===== config.mk =====
export PLATFORM = sky130hd
export DESIGN_NAME = demux4_reg_flat
export DESIGN_NICKNAME = d
export VERILOG_FILES = /design/src/rtl/demux4_pkg.sv /design/src/rtl/demux4_if.sv /design/src/rtl/demux4_chan.sv /design/src/rtl/demux4_reg.sv /design/src/flat_wrapper.sv
export SDC_FILE = /design/constraint.sdc
export NUM_CORES = 1
export LEC_CHECK = 0
export ABC_AREA = 1
export BUFFER_PORTS_ARGS = -buffer_cell sky130_fd_sc_hd__clkbuf_2
export CAP_MARGIN = 10
export CORE_MARGIN = 2
export CORE_UTILIZATION = 54
export DETAILED_ROUTE_END_ITERATION = 8
export PLACE_DENSITY = 0.81
export SYNTH_ARGS = -nofsm -noshare
export SYNTH_HDL_FRONTEND = slang
export SYNTH_SLANG_ARGS = --single-unit

===== constraint.sdc =====
create_clock -name clk -period 2.35 [get_ports clk]
set_clock_uncertainty 0.1 [all_clocks]
set_input_delay 0.1175 -clock clk [delete_from_list [all_inputs] [get_ports clk]]
set_output_delay 0.1175 -clock clk [all_outputs]
set_load 0.01 [all_outputs]

===== src/rtl/demux4_pkg.sv =====
// Shared constants and types for the registered 1-to-4 demultiplexer.
package demux4_pkg;

   localparam int DEF_WIDTH   = 4;   // default data word width
   localparam int NCHAN       = 4;   // number of output channels
   localparam int STALL_CNT_W = 8;   // width of the optional stall counter

   typedef logic [1:0] chan_t;       // channel index 0..3

endpackage


===== src/rtl/demux4_if.sv =====
// Bus bundle for demux4_reg: upstream word/select handshake plus the four
// downstream channel registers with their valid/ack handshakes.
//
// Handshake rules:
//   Upstream: a word on d is accepted on a posedge where in_valid & in_ready.
//     in_ready is combinational, never depends on in_valid, and the producer
//     holds d, s and auto stable while stalled.
//   Downstream: channel n holds a word while y_valid[n]=1.  The consumer
//     takes it on a posedge where y_valid[n] & y_ack[n].  y_ack[n] is
//     ignored while y_valid[n]=0.
interface demux4_if #(
   parameter int WIDTH = demux4_pkg::DEF_WIDTH
);
   logic [WIDTH-1:0] d;
   logic [1:0]       s;
   logic             auto;
   logic             in_valid;
   logic             in_ready;
   logic [WIDTH-1:0] y0;
   logic [WIDTH-1:0] y1;
   logic [WIDTH-1:0] y2;
   logic [WIDTH-1:0] y3;
   logic [3:0]       y_valid;
   logic [3:0]       y_ack;

   // Producer/consumer side (drives data and acks)
   modport master (
      output d, s, auto, in_valid, y_ack,
      input  in_ready, y0, y1, y2, y3, y_valid
   );

   // Demux side
   modport slave (
      input  d, s, auto, in_valid, y_ack,
      output in_ready, y0, y1, y2, y3, y_valid
   );
endinterface


===== src/rtl/demux4_chan.sv =====
// One demux channel: a holding register plus its EMPTY/FULL valid bit.
// A write in the same cycle as an ack wins, so the channel flows through
// without a bubble.
module demux4_chan #(
   parameter int WIDTH = demux4_pkg::DEF_WIDTH
) (
   input  logic             clk,
   input  logic             rst,
   input  logic             wr,
   input  logic [WIDTH-1:0] din,
   input  logic             ack,
   output logic [WIDTH-1:0] dout,
   output logic             valid
);

   // Capture on write; clear valid on ack when nothing new arrives
   always_ff @(posedge clk) begin
      if (rst) begin
         dout  <= '0;
         valid <= 1'b0;
      end else if (wr) begin
         dout  <= din;
         valid <= 1'b1;
      end else if (ack) begin
         valid <= 1'b0;
      end
   end

endmodule


===== src/rtl/demux4_reg.sv =====
// Registered 1-to-4 demultiplexer with explicit (s) or round-robin routing.
// Optional feature macro: DEMUX4_STALL_CNT_EN adds an 8-bit saturating
// count of stall cycles on output drop_cnt.
module demux4_reg
   import demux4_pkg::*;
#(
   parameter int WIDTH = DEF_WIDTH
) (
   input  logic                   clk,
   input  logic                   rst,
   demux4_if.slave                bus,
`ifdef DEMUX4_STALL_CNT_EN
   output logic [STALL_CNT_W-1:0] drop_cnt,
`endif
   output chan_t                  rr_ptr
);

   chan_t            tgt;
   logic             accept;
   logic [NCHAN-1:0] wr;
   logic [NCHAN-1:0] valid_q;
   logic [WIDTH-1:0] y_q [NCHAN];

   // Target channel, readiness and accept decode
   always_comb begin
      tgt          = bus.auto ? rr_ptr : chan_t'(bus.s);
      bus.in_ready = ~valid_q[tgt] | bus.y_ack[tgt];
      accept       = bus.in_valid & bus.in_ready;
      wr           = '0;
      wr[tgt]      = accept;
   end

   // Round-robin pointer: advances only on an accept in auto mode
   always_ff @(posedge clk) begin
      if (rst)
         rr_ptr <= '0;
      else if (accept && bus.auto)
         rr_ptr <= rr_ptr + 2'd1;
   end

   for (genvar n = 0; n < NCHAN; n++) begin : g_chan
      demux4_chan #(.WIDTH(WIDTH)) u_chan (
         .clk   (clk),
         .rst   (rst),
         .wr    (wr[n]),
         .din   (bus.d),
         .ack   (bus.y_ack[n]),
         .dout  (y_q[n]),
         .valid (valid_q[n])
      );
   end

   assign bus.y0      = y_q[0];
   assign bus.y1      = y_q[1];
   assign bus.y2      = y_q[2];
   assign bus.y3      = y_q[3];
   assign bus.y_valid = valid_q;

`ifdef DEMUX4_STALL_CNT_EN
   logic stall;
   assign stall = bus.in_valid & ~bus.in_ready;

   // Saturating stall counter, cleared only by reset
   always_ff @(posedge clk) begin
      if (rst)
         drop_cnt <= '0;
      else if (stall && (drop_cnt != {STALL_CNT_W{1'b1}}))
         drop_cnt <= drop_cnt + 1'b1;
   end
`endif

endmodule


===== src/flat_wrapper.sv =====
// flat-port wrapper written by rule: the top's interface ports become plain ports
module demux4_reg_flat import demux4_pkg::*;
#(
   parameter int WIDTH = DEF_WIDTH
)
  (clk, rst, rr_ptr, bus_d, bus_s, bus_auto, bus_in_valid, bus_y_ack, bus_in_ready, bus_y0, bus_y1, bus_y2, bus_y3, bus_y_valid);
  demux4_if #(.WIDTH(WIDTH)) bus_i ();
  input  logic clk;
  input  logic rst;
  output chan_t rr_ptr;
  input wire logic [$bits(bus_i.d)-1:0] bus_d;
  input wire logic [$bits(bus_i.s)-1:0] bus_s;
  input wire logic [$bits(bus_i.auto)-1:0] bus_auto;
  input wire logic [$bits(bus_i.in_valid)-1:0] bus_in_valid;
  input wire logic [$bits(bus_i.y_ack)-1:0] bus_y_ack;
  output wire logic [$bits(bus_i.in_ready)-1:0] bus_in_ready;
  output wire logic [$bits(bus_i.y0)-1:0] bus_y0;
  output wire logic [$bits(bus_i.y1)-1:0] bus_y1;
  output wire logic [$bits(bus_i.y2)-1:0] bus_y2;
  output wire logic [$bits(bus_i.y3)-1:0] bus_y3;
  output wire logic [$bits(bus_i.y_valid)-1:0] bus_y_valid;
  assign bus_i.d = bus_d;
  assign bus_i.s = bus_s;
  assign bus_i.auto = bus_auto;
  assign bus_i.in_valid = bus_in_valid;
  assign bus_i.y_ack = bus_y_ack;
  assign bus_in_ready = bus_i.in_ready;
  assign bus_y0 = bus_i.y0;
  assign bus_y1 = bus_i.y1;
  assign bus_y2 = bus_i.y2;
  assign bus_y3 = bus_i.y3;
  assign bus_y_valid = bus_i.y_valid;
  demux4_reg #(.WIDTH(WIDTH)) u_core (.clk(clk), .rst(rst), .bus(bus_i), .rr_ptr(rr_ptr));
endmodule

== After elaboration in Yosys (flattened, before gate mapping) ==
Cells that the tools add are included.
Storage, ports and cells
  bits in registers: 22
  bits in latches: 0
  bits in writable memories: 0
  ROM bits: 0
  input port bits: 14
  output and inout bits: 23
  logic and storage cells: 37
  memories: 0
Cells by class
  $add $sub $neg: 1
  multiply operators: 0
  div/mod/pow operators: 0
  magnitude comparators: 2
  eq/ne operators: 0
  shift-type cells: 0
  mux-type cells: 15
  bitwise logic cells: 4
  reduce and logical (&&, ||, !) cells: 6
Operators with widths (number)
  $mux 1: 11
  $reduce_bool 2->1: 4
  $and 4x4->4: 1
  $bmux 1 s2: 2
  $lt 2x3->1 const B: 1
  $add 2x1->2 const B: 1
  $demux 1 s2: 1
  $ge 2x1->1 const B: 1
  $logic_and 1x1->1: 2
  $mux 2: 1
  $and 1x1->1: 1
  $not 1->1: 1
  $or 1x1->1: 1

== Logic depth before layout (Yosys ltp) ==
Gate-level depths: netlist of the first run.
  depth in word-level cells: 8
  depth in mapped cells: 14
  mapped depth without buffers: 13

== Cells and area by module ==
Synthesis of the first run repeated with hierarchy kept, for this count alone.
Unflattened totals
  cell total of the unflattened synthesis: 137
  area, all modules: 968.4 µm²
By module, submodules not included
  demux4_chan: times used 4, cells an instance 22, area an instance 173.9 µm², seq. area each 100.1 µm²
  demux4_reg: times used 1, cells an instance 49, area an instance 272.8 µm², seq. area each 40.0 µm²

== Least setup slack after synthesis of the first run ==
OpenSTA, ideal clock, no wires.
  path kind: register -> register
  start point: reg u_core.rr_ptr[0]
  end point: reg u_core.g_chan[1].u_chan.dout[0]
  library setup time: 0.110 ns
  arrival time: 1.249 ns
  required time: 2.140 ns
  slack: 0.891 ns
  cell stages (with the launch flop): 13
  path buffers: 1
  clock period less this slack: 1.459 ns
  path through: dfxtp_1 nand2_2 nand2_4 nand2_1 nand2_1 nand2_1 nand2_1 inv_2 nand2_8 buf_6 nand4_1 nand2_1 nor2_1
Between the ends
  word-level cells in the longest chain between the ends: 7
  elaborated cells between the ends (all ways): 14
  classes of those cells: order compare (2); mux (7); bitwise (4); reduce/logical (1)
Ends and longest elaborated chain
  start, declared: line demux4_reg.sv:15  | output chan_t rr_ptr
  start signal, assigned: line demux4_reg.sv:38  | rr_ptr <= rr_ptr + 2'd1;
  $mux 2 *: line demux4_reg.sv:26  | tgt = bus.auto ? rr_ptr : chan_t'(bus.s);
  $bmux 1 s2: line demux4_reg.sv:27  | bus.in_ready = ~valid_q[tgt] | bus.y_ack[tgt];
  $mux 1 (implied by the code): line demux4_reg.sv:27
  $not 1->1: line demux4_reg.sv:27
  $or 1x1->1 *: line demux4_reg.sv:27
  named net bus_in_ready: line flat_wrapper.sv:16  | output wire logic [$bits(bus_i.in_ready)-1:0] bus_in_ready;
  $and 1x1->1 *: line demux4_reg.sv:28  | accept = bus.in_valid & bus.in_ready;
  $and 4x4->4 (no source line) *
  end signal, assigned: line demux4_chan.sv:22  | dout <= din;
  end, declared: line demux4_chan.sv:12  | output logic [WIDTH-1:0] dout,
The timed path passes the listed nets; every way through them passes the cells marked *. The select of a mux whose other input is x is not followed.
A chain may end at the register's enable or synchronous reset.

== Final worst setup path of the first run ==
  start point: reg u_core.rr_ptr[0]
  end point: reg u_core.g_chan[0].u_chan.valid
Between the ends
  word-level cells in the longest chain between the ends: 8
  elaborated cells between the ends (all ways): 16
  classes of those cells: order compare (2); mux (8); bitwise (4); reduce/logical (2)
Ends and longest elaborated chain
  $mux 2 *: line demux4_reg.sv:26
  branches (longest 5 deep; another with $lt 2x3->1)
  $and 4x4->4 (no source line) *
  $mux 1 or $reduce_bool 2->1 (tied branches)
  end signal, assigned: line demux4_chan.sv:20  | valid <= 1'b0;
  end signal, assigned: line demux4_chan.sv:23  | valid <= 1'b1;
  end signal, assigned: line demux4_chan.sv:25  | valid <= 1'b0;
  end, declared: line demux4_chan.sv:13  | output logic valid
Mark *: on every way between the ends. The select of a mux whose other input is x is not followed.

==> results.cfg, run 1 <==
[outcome]
run_status = finished, final reports clean

[clocking]
clock_latency_ns = 0.30
cts_tree = yes
root_buffer = clkbuf_4
clkTransAtPathRegs_ns = 0.12
cts_buffer_depth = 2
cts_setup_buffers = 0
cts-buffers-inserted = 3
htreeDepth = 1
clkSinkCount = 22

[placed_design]
io_buffers = 36
routabilityCongestion = 0.773
hpwl_um = 1950

[pwr]
clockPowerShare = 0.255
total_leakage_power_nw = 0.836
swShare = 0.298
pwr-share-seq = 0.511
pwr-share-comb = 0.234
p_switching_uw = 237
power.internal_uw = 560
powerDensity_nw_per_um2 = 534
ir_drop_uv = 432
power_uw = 797

[finish]
final_layout_size_suffix_gt1_frac = 0.248
area_delta_synth_final_pct = 18.5
n_antenna_cell = 0
layout.nets = 245
num-fill-cells = 217

[floorplan]
rows = 17
die_width_um = 52.3
die-area_um2 = 2740
initial_core_util = 0.570
core_um2 = 2210
die_h_um = 52.3
io_pins = 37

[synthesis]
yosysTopAreaCellShare = 0.350
ys_types = 22
syn-num-nets = 208
syn_area_per_cell_um2 = 6.49
syn_area_um2 = 1260
seq_area_frac_synth = 0.350
yosys.area.top_type = dfxtp_1
yosys-top-cells-area = dfxtp_1 35%, nand2_1 16%, inv_1 14%
ys_seq_elements = 22
synthCells = 194
yosysWarnings = 0

[setup_path]
ff2ff_path_depth = 11
r2r_end = u_core.g_chan[0].u_chan.valid$_SDFFE_PP0P_
start_kind = flip-flop
rrSetupSlack_ns = 0.27
crit_path_start = u_core.rr_ptr[0]$_SDFFE_PP0P_
cp.arrival_ns = 2.24
path_class = reg2reg
cp.required_ns = 2.50
reg2reg_from = u_core.rr_ptr[0]$_SDFFE_PP0P_
critPathCapture = u_core.g_chan[0].u_chan.valid$_SDFFE_PP0P_
cp-end-kind = flip-flop
cp_max_fo = 24

[detailed_routing]
final_antenna_net_count = 0
vias = 1224
drc = 0
wl_per_cell_um = 9.93
wirelength_um = 2560
dr.pass1.iters = 4
viasPerCell = 4.74
drtIter0Drc = 23

[global_routing]
track_usage = 0.208
grt_antenna_before_repair = 0
grt-ovfl-total = 0
grt_max_degree = 25
grt_pass1_vias = 1088
grt_pass1_wl_um = 4330

[timing]
rsz0062_at_grt = no
fin_setup_tns_ns = 0
fmax_ghz = 0.480
fin_crit_sh = 0.887
post-route-min-period_ns = 2.08
slew_viol_final = 0
hold_violations = 0
final-setup-viol-count = 0
worst_pin_slew_ns = 0.498
slew-limit-headroom = 0.668
finalHoldWorstSlack_ns = 0.0632

[hold_path]
min_path_type = in2reg
holdPathStages = 3

[job]
maxCapViolations = 0
-- layout by cell type (no fill, tap or decap), drive strengths merged --
| master | n |
|---|---|
| a21oi | 5 |
| nand4 | 17 |
| dlygate4sd3 | 5 |
| nand2 | 60 |
| clkbuf | 40 |
| o21ai | 1 |
| clkinv | 1 |
| nor2 | 19 |
| inv | 50 |
| dfxtp | 22 |
| nand3 | 10 |
-- cell families (layout without fill, tap and decap cells) --
kind of cell | after synthesis | count (layout) | share of synthesized area
flops | 22 | 22 | 0.350
compound gates | 6 | 6 | 0.0298
buf+inv | 60 | 96 | 0.207
simple gates | 106 | 106 | 0.414
-- registers in the layout, summed over array words and instances, names as in the netlist --
| name | cells |
|---|---|
| u_core.g_chan.u_chan.dout | 16 |
| u_core.g_chan.u_chan.valid | 4 |
| u_core.rr_ptr | 2 |
-- critical path: stages (launching register included) --
cell and delay, ns:
dfxtp_1 0.38, nand2_2 0.12, nand2_4 0.13, nand2_1 0.06
nand2_1 0.06, nand2_1 0.05, nand2_1 0.07, inv_2 0.06
nand2_8 0.14, nand3_2 0.14, a21oi_1 0.17, dlygate4sd3_1 0.56
-- area by class of cell --
type	instances	area, µm²	share of cell area
Multi-Input combinational cell	112	559	0.375
Sequential cell	22	440	0.295
Timing Repair Buffer	41	230	0.154
Inverter	51	191	0.128
Clock buffer	4	36.3	0.0243
Tap cell	28	35.0	0.0235
-- power by group through the flow --
stage | combinational, mW | sequential (mW) | clock [mW]
after floorplan | 0.124 | 0.424 | 0
after global placement | 0.176 | 0.416 | 0
after detailed placement | 0.180 | 0.416 | 0
after CTS | 0.188 | 0.408 | 0.212
after global routing | 0.212 | 0.410 | 0.230
final | 0.187 | 0.407 | 0.203
-- per-stage QoR --
step	utilization	setup WS, ns	cells	instance area, µm²
after global placement	0.636	0.785	249	1410
after CTS	0.675	0.279	258	1490
after global routing	0.675	0.0553	258	1490
after detailed placement	0.636	0.734	249	1410
final	0.675	0.265	258	1490
after floorplan	-	0.891	194	1260
-- routing by layer --
metal | GRT usage | up-vias | share of wire
met2 | 0.369 | 28 | 0.47
met1 | 0.259 | 545 | 0.48
li1 | - | 649 | -
met3 | 0.0257 | 2 | 0.041
met5 | 0 | - | 0
met4 | 0.0641 | 0 | 0.0051
-- cell usage after synthesis --
| cell type | count |
|---|---|
| nand2_1 | 54 |
| inv_1 | 47 |
| dfxtp_1 | 22 |
| nor2_1 | 18 |
| nand4_1 | 17 |
| nand3_1 | 5 |
| a21oi_1 | 4 |
| buf_4 | 4 |
| nand2_2 | 4 |
| nand3_2 | 4 |
| inv_2 | 3 |
| clkbuf_1 | 2 |
| a21oi_2 | 1 |
| buf_2 | 1 |
| buf_6 | 1 |
| buf_8 | 1 |
| clkinv_1 | 1 |
| nand2_4 | 1 |
| nand2_8 | 1 |
| nand3_4 | 1 |
| nor2_2 | 1 |
| o21ai_2 | 1 |
-- worst min path at each step --
stage,from,to,slack (ns)
after floorplan,rst,u_core.g_chan[0].u_chan.valid$_SDFFE_PP0P_,0.09
after global routing,bus_auto,u_core.rr_ptr[0]$_SDFFE_PP0P_,0.05
after CTS,bus_auto,u_core.rr_ptr[0]$_SDFFE_PP0P_,0.06
final,bus_auto,u_core.rr_ptr[0]$_SDFFE_PP0P_,0.06
after detailed placement,rst,u_core.g_chan[0].u_chan.valid$_SDFFE_PP0P_,0.27
after global placement,rst,u_core.g_chan[3].u_chan.valid$_SDFFE_PP0P_,0.28
-- timing repair --
action | in CTS | in global routing
hold endpoints to repair | 4 | 0
hold buffers | 5 | 0
resized for setup | 0 | 0
(Power assumes the default switching activity.)
==> inputs of run 2 (changes only) <==
--- a/config.mk
+++ b/config.mk
@@ -8,8 +8,10 @@
 export ABC_AREA = 1
 export BUFFER_PORTS_ARGS = -buffer_cell sky130_fd_sc_hd__clkbuf_2
 export CAP_MARGIN = 10
+export CELL_PAD_IN_SITES_DETAIL_PLACEMENT = 0
+export CELL_PAD_IN_SITES_GLOBAL_PLACEMENT = 1
 export CORE_MARGIN = 2
-export CORE_UTILIZATION = 54
+export CORE_UTILIZATION = 37
 export DETAILED_ROUTE_END_ITERATION = 8
 export PLACE_DENSITY = 0.81
 export SYNTH_ARGS = -nofsm -noshare
==> run 2 against run 1 <==
Effect of this change:
- sequential power is essentially flat
- sequential share of layout area shrank 0.75 points
- sequential cell count is the same
- non-clock buffer count is the same
- global-route usage shrank 5.4 points
- critical path depth is the same
- core utilization shrank 21 points
- first-iteration DRC count grew 83%
- final area grew 2.6%
- register-to-register slack lost 0.03 ns
- routed wire length grew 3.0%
- critical endpoint is now u_core.g_chan[3].u_chan.valid$_SDFFE_PP0P_
==> results.cfg, run 2 (same netlist as run 1, synthesis figures left out) <==
[outcome]
run_status = finished, final reports clean

[finish]
post-route-cell-area_um2 = 1530
area_delta_synth_final_pct = 21.5
num-fill-cells = 384
final_cell_count_no_fill = 276
final_common_cell = nand2_1
largest_reg_flops = 16
largest_register = u_core.g_chan.u_chan.dout
final_cell_mix = 54 x nand2_1, 47 x inv_1, 36 x clkbuf_2, 22 x dfxtp_1, 18 x nor2_1
top_regs = u_core.g_chan.u_chan.dout: 16 flops, u_core.g_chan.u_chan.valid: 4 flops, u_core.rr_ptr: 2 flops
layout.nets = 245
n_antenna_cell = 0
final_layout_size_suffix_gt1_frac = 0.248

[setup_path]
cp-end-kind = flip-flop
cp.arrival_ns = 2.28
cp_slowest_cell = dlygate4sd3_1
worst-path-stages = 11
max_stage_delay_ns = 0.55
cp_max_fo = 24
start_kind = flip-flop
path_class = reg2reg
path_cells = nand2_2 > nand2_4 > nand2_1 > nand2_1 > nand2_1 > nand2_1 > inv_2 > nand2_8 > nand3_2 > a21oi_1 > dlygate4sd3_1
crit_family = simple AND/OR/NAND/NOR gates
cp.required_ns = 2.52
path_buf_inv = 2
cp_common_cell = nand2_1
ff2ff_path_depth = 11

[hold_path]
min_path_type = in2reg
holdPathStages = 3

[placed_design]
routabilityCongestion = 0.808
io_buffers = 36
hpwl_um = 1980
place_inst = 267
dpl_cell_area_um2 = 1430

[timing]
fin_crit_sh = 0.899
worst_pin_slew_ns = 0.489
finalHoldWorstSlack_ns = 0.0470
post-route-min-period_ns = 2.11
hold_violations = 0
slew-limit-headroom = 0.674
final-setup-viol-count = 0
rsz0062_at_grt = no
fin_setup_tns_ns = 0
fmax_ghz = 0.474
slew_viol_final = 0

[floorplan]
die-area_um2 = 3890
initial_core_util = 0.381
rows = 21
die_width_um = 62.4
io_pins = 37
die_h_um = 62.4
core_um2 = 3310

[clocking]
cts-buffers-inserted = 3
root_buffer = clkbuf_4
hold_buffers = 5
cts_setup_buffers = 0
htreeDepth = 1
clock_latency_ns = 0.32
cts_tree = yes
clkSinkCount = 22
postCtsResizedCells = 0
cts_buffer_depth = 2
clkTransAtPathRegs_ns = 0.13

[global_routing]
grt_antenna_before_repair = 0
grt_max_degree = 25
grt_pass1_wl_um = 4830
grt-ovfl-total = 0
track_usage = 0.154
grt_pass1_vias = 1111

[pwr]
ir_drop_uv = 236
powerDensity_nw_per_um2 = 581
total_leakage_power_nw = 0.844

[job]
maxCapViolations = 0

[detailed_routing]
viasPerCell = 4.30
dr.pass1.iters = 4
vias = 1188
wirelength_um = 2640
drtIter0Drc = 42
wl_per_cell_um = 9.55
drc = 0
final_antenna_net_count = 0
run 2: changes by cell type in the layout (fill, tap and decap cells not counted):
cell / previous run / this run
bufinv_16: 0 / 1
clkbuf_8: 1 / 0
run 2: per-layer routing:
layer,track usage,vias up,share of wire
met4,0.0667,0,0.013
met1,0.207,511,0.50
met2,0.240,26,0.44
met3,0.0290,4,0.048
met5,0,-,0
li1,-,647,-
run 2: worst paths after layout:
check / start / end / slack (ns)
max: u_core.rr_ptr[0]$_SDFFE_PP0P_ / u_core.g_chan[3].u_chan.valid$_SDFFE_PP0P_ / 0.24
min: bus_auto / u_core.rr_ptr[0]$_SDFFE_PP0P_ / 0.05
max reg2reg: u_core.rr_ptr[0]$_SDFFE_PP0P_ / u_core.g_chan[3].u_chan.valid$_SDFFE_PP0P_ / 0.24
min reg2reg: u_core.g_chan[0].u_chan.valid$_SDFFE_PP0P_ / u_core.g_chan[0].u_chan.valid$_SDFFE_PP0P_ / 0.40
run 2: area by class of cell:
type | instances | area [µm²] | share of cell area
clock buffers | 3 | 22.5 | 0.0147
multi-input cells | 112 | 559 | 0.365
well taps | 46 | 57.6 | 0.0376
flip-flops and latches | 22 | 440 | 0.288
repair buffers | 41 | 230 | 0.150
clock inverters | 1 | 30.0 | 0.0196
inverters | 51 | 191 | 0.125
run 2: report_power, final:
part	leakage, nW	switching [mW]	internal (mW)
clock network	0.0279	0.125	0.172
registers	0.180	0.0118	0.395
logic	0.636	0.115	0.0691
total	0.844	0.252	0.637
run 2: stage by stage:
stage	total power, mW	util	worst slack, ns
final	0.889	0.463	0.238
after global routing	0.944	0.463	0.00134
after CTS	0.899	0.463	0.246
after detailed placement	0.595	0.432	0.740
after global placement	0.596	0.432	0.735
after floorplan	0.548	-	0.891
run 2: tightest hold or removal path: stages:
cell and delay, ns:
clkbuf_2 0.14, nand3_1 0.12, a21oi_2 0.05
==> inputs of run 3 (changes only) <==
--- a/config.mk
+++ b/config.mk
@@ -12,7 +12,9 @@
 export CELL_PAD_IN_SITES_GLOBAL_PLACEMENT = 1
 export CORE_MARGIN = 2
 export CORE_UTILIZATION = 37
+export CTS_CLUSTER_DIAMETER = 30
 export DETAILED_ROUTE_END_ITERATION = 8
+export MAX_ROUTING_LAYER = met4
 export PLACE_DENSITY = 0.81
 export SYNTH_ARGS = -nofsm -noshare
 export SYNTH_HDL_FRONTEND = slang
==> run 3 against run 2 <==
Effect of this change:
- sequential cell count stayed put
- hold slack hardly changed
- critical path type unchanged
- register-to-register slack hardly changed
- global-route usage is 0.44 points higher
- power hardly changed
==> results.cfg, run 3 (same netlist as run 1, synthesis figures left out) <==
[clocking]
hold_buffers = 5
clkTransAtPathRegs_ns = 0.13
htreeDepth = 1
postCtsResizedCells = 0
cts-buffers-inserted = 3
clkSinkCount = 22
cts_buffer_depth = 2
cts_tree = yes
cts_setup_buffers = 0
clock_latency_ns = 0.31
root_buffer = clkbuf_4

[timing]
fin_crit_sh = 0.896
post-route-min-period_ns = 2.10
worst_pin_slew_ns = 0.484
hold_violations = 0
fin_setup_tns_ns = 0
final-setup-viol-count = 0
slew_viol_final = 0
postLayoutSetupSlackWorst_ns = 0.245
fmax_ghz = 0.475
slew-limit-headroom = 0.677
finalHoldWorstSlack_ns = 0.0470
rsz0062_at_grt = no

[global_routing]
grt_pass1_wl_um = 4830
grt-ovfl-total = 0
grt_max_degree = 25
grt_antenna_before_repair = 0
grt_pass1_vias = 1111
track_usage = 0.158

[pwr]
total_leakage_power_nw = 0.844
powerDensity_nw_per_um2 = 580
ir_drop_uv = 236

[detailed_routing]
final_antenna_net_count = 0
drc = 0
wl_per_cell_um = 9.54
viasPerCell = 4.32
drtIter0Drc = 39
vias = 1191
wirelength_um = 2630
dr.pass1.iters = 4

[finish]
final_cell_count_no_fill = 276
largest_reg_flops = 16
final_cell_mix = 54 x nand2_1, 47 x inv_1, 36 x clkbuf_2, 22 x dfxtp_1, 18 x nor2_1
final_layout_size_suffix_gt1_frac = 0.248
final_common_cell = nand2_1
top_regs = u_core.g_chan.u_chan.dout: 16 flops, u_core.g_chan.u_chan.valid: 4 flops, u_core.rr_ptr: 2 flops
layout.nets = 245
area_delta_synth_final_pct = 21.5
post-route-cell-area_um2 = 1530
n_antenna_cell = 0
largest_register = u_core.g_chan.u_chan.dout

[placed_design]
io_buffers = 36
routabilityCongestion = 0.819
dpl_cell_area_um2 = 1430
place_ws_ns = 0.740
hpwl_um = 1980
place_inst = 267

[setup_path]
cp.required_ns = 2.52
cp_max_fo = 24
rrSetupSlack_ns = 0.25
start_kind = flip-flop
reg2reg_from = u_core.rr_ptr[0]$_SDFFE_PP0P_
cp.arrival_ns = 2.28
r2r_end = u_core.g_chan[3].u_chan.valid$_SDFFE_PP0P_
cp-end-kind = flip-flop
path_class = reg2reg
ff2ff_path_depth = 11

[floorplan]
io_pins = 37
die-area_um2 = 3890
initial_core_util = 0.381
die_h_um = 62.4
rows = 21
core_um2 = 3310
die_width_um = 62.4

[hold_path]
min_path_type = in2reg
holdPathStages = 3
hp-start = bus_auto
holdPathEnd = u_core.rr_ptr[0]$_SDFFE_PP0P_

[job]
maxCapViolations = 0

[outcome]
run_status = finished, final reports clean
run 3: cell counts in the layout (fill, tap and decap cells not counted):
No cell type changed its count.
run 3: cell type report:
type | count | area (µm²)
Fill cell | 384 | 1780
Clock inverter | 1 | 30.0
Clock buffer | 3 | 22.5
Timing Repair Buffer | 41 | 230
Multi-Input combinational cell | 112 | 559
Sequential cell | 22 | 440
Tap cell | 46 | 57.6
Inverter | 51 | 191
run 3: per-stage QoR:
step | total power [mW] | utilization
floorplan | 0.548 | -
CTS | 0.899 | 0.463
detailed placement | 0.595 | 0.432
finish | 0.888 | 0.463
global placement | 0.596 | 0.432
global route | 0.944 | 0.463
run 3: worst max-delay path, cell delays in order, from the launching register on:
cell           delay (ns)
dfxtp_1              0.39
nand2_2              0.12
nand2_4              0.13
nand2_1              0.06
nand2_1              0.06
nand2_1              0.05
nand2_1              0.07
inv_2                0.06
nand2_8              0.13
nand3_2              0.15
a21oi_1              0.17
dlygate4sd3_1        0.55
run 3: layer usage:
metal  track usage  vias up  wire length [µm]
met5             -        -                 0
met4        0.0667        0                33
met3        0.0254        4               117
met2         0.240       27              1170
met1         0.209      515              1310
li1              -      645                 -
run 3: worst max-delay path by stage:
stage	startpoint	endpoint	slack, ns	cells after the start
2_1_floorplan	u_core.rr_ptr[0]$_SDFFE_PP0P_	u_core.g_chan[1].u_chan.dout[0]$_SDFFE_PP0P_	0.89	12
3_3_place_gp	u_core.rr_ptr[0]$_SDFFE_PP0P_	u_core.g_chan[3].u_chan.dout[1]$_SDFFE_PP0P_	0.73	12
3_5_place_dp	u_core.rr_ptr[0]$_SDFFE_PP0P_	u_core.g_chan[3].u_chan.dout[2]$_SDFFE_PP0P_	0.74	12
4_1_cts	u_core.rr_ptr[0]$_SDFFE_PP0P_	u_core.g_chan[3].u_chan.valid$_SDFFE_PP0P_	0.25	11
5_1_grt	u_core.rr_ptr[0]$_SDFFE_PP0P_	u_core.g_chan[3].u_chan.valid$_SDFFE_PP0P_	0.001	11
6_report	u_core.rr_ptr[0]$_SDFFE_PP0P_	u_core.g_chan[3].u_chan.valid$_SDFFE_PP0P_	0.25	11
run 3: report_power, final:
group          switching [mW]  leakage [nW]  internal [mW]  total (mW)
clock                   0.125        0.0279          0.172       0.297
sequential             0.0118         0.180          0.395       0.407
combinational           0.115         0.636         0.0691       0.184
total                   0.251         0.844          0.637       0.888
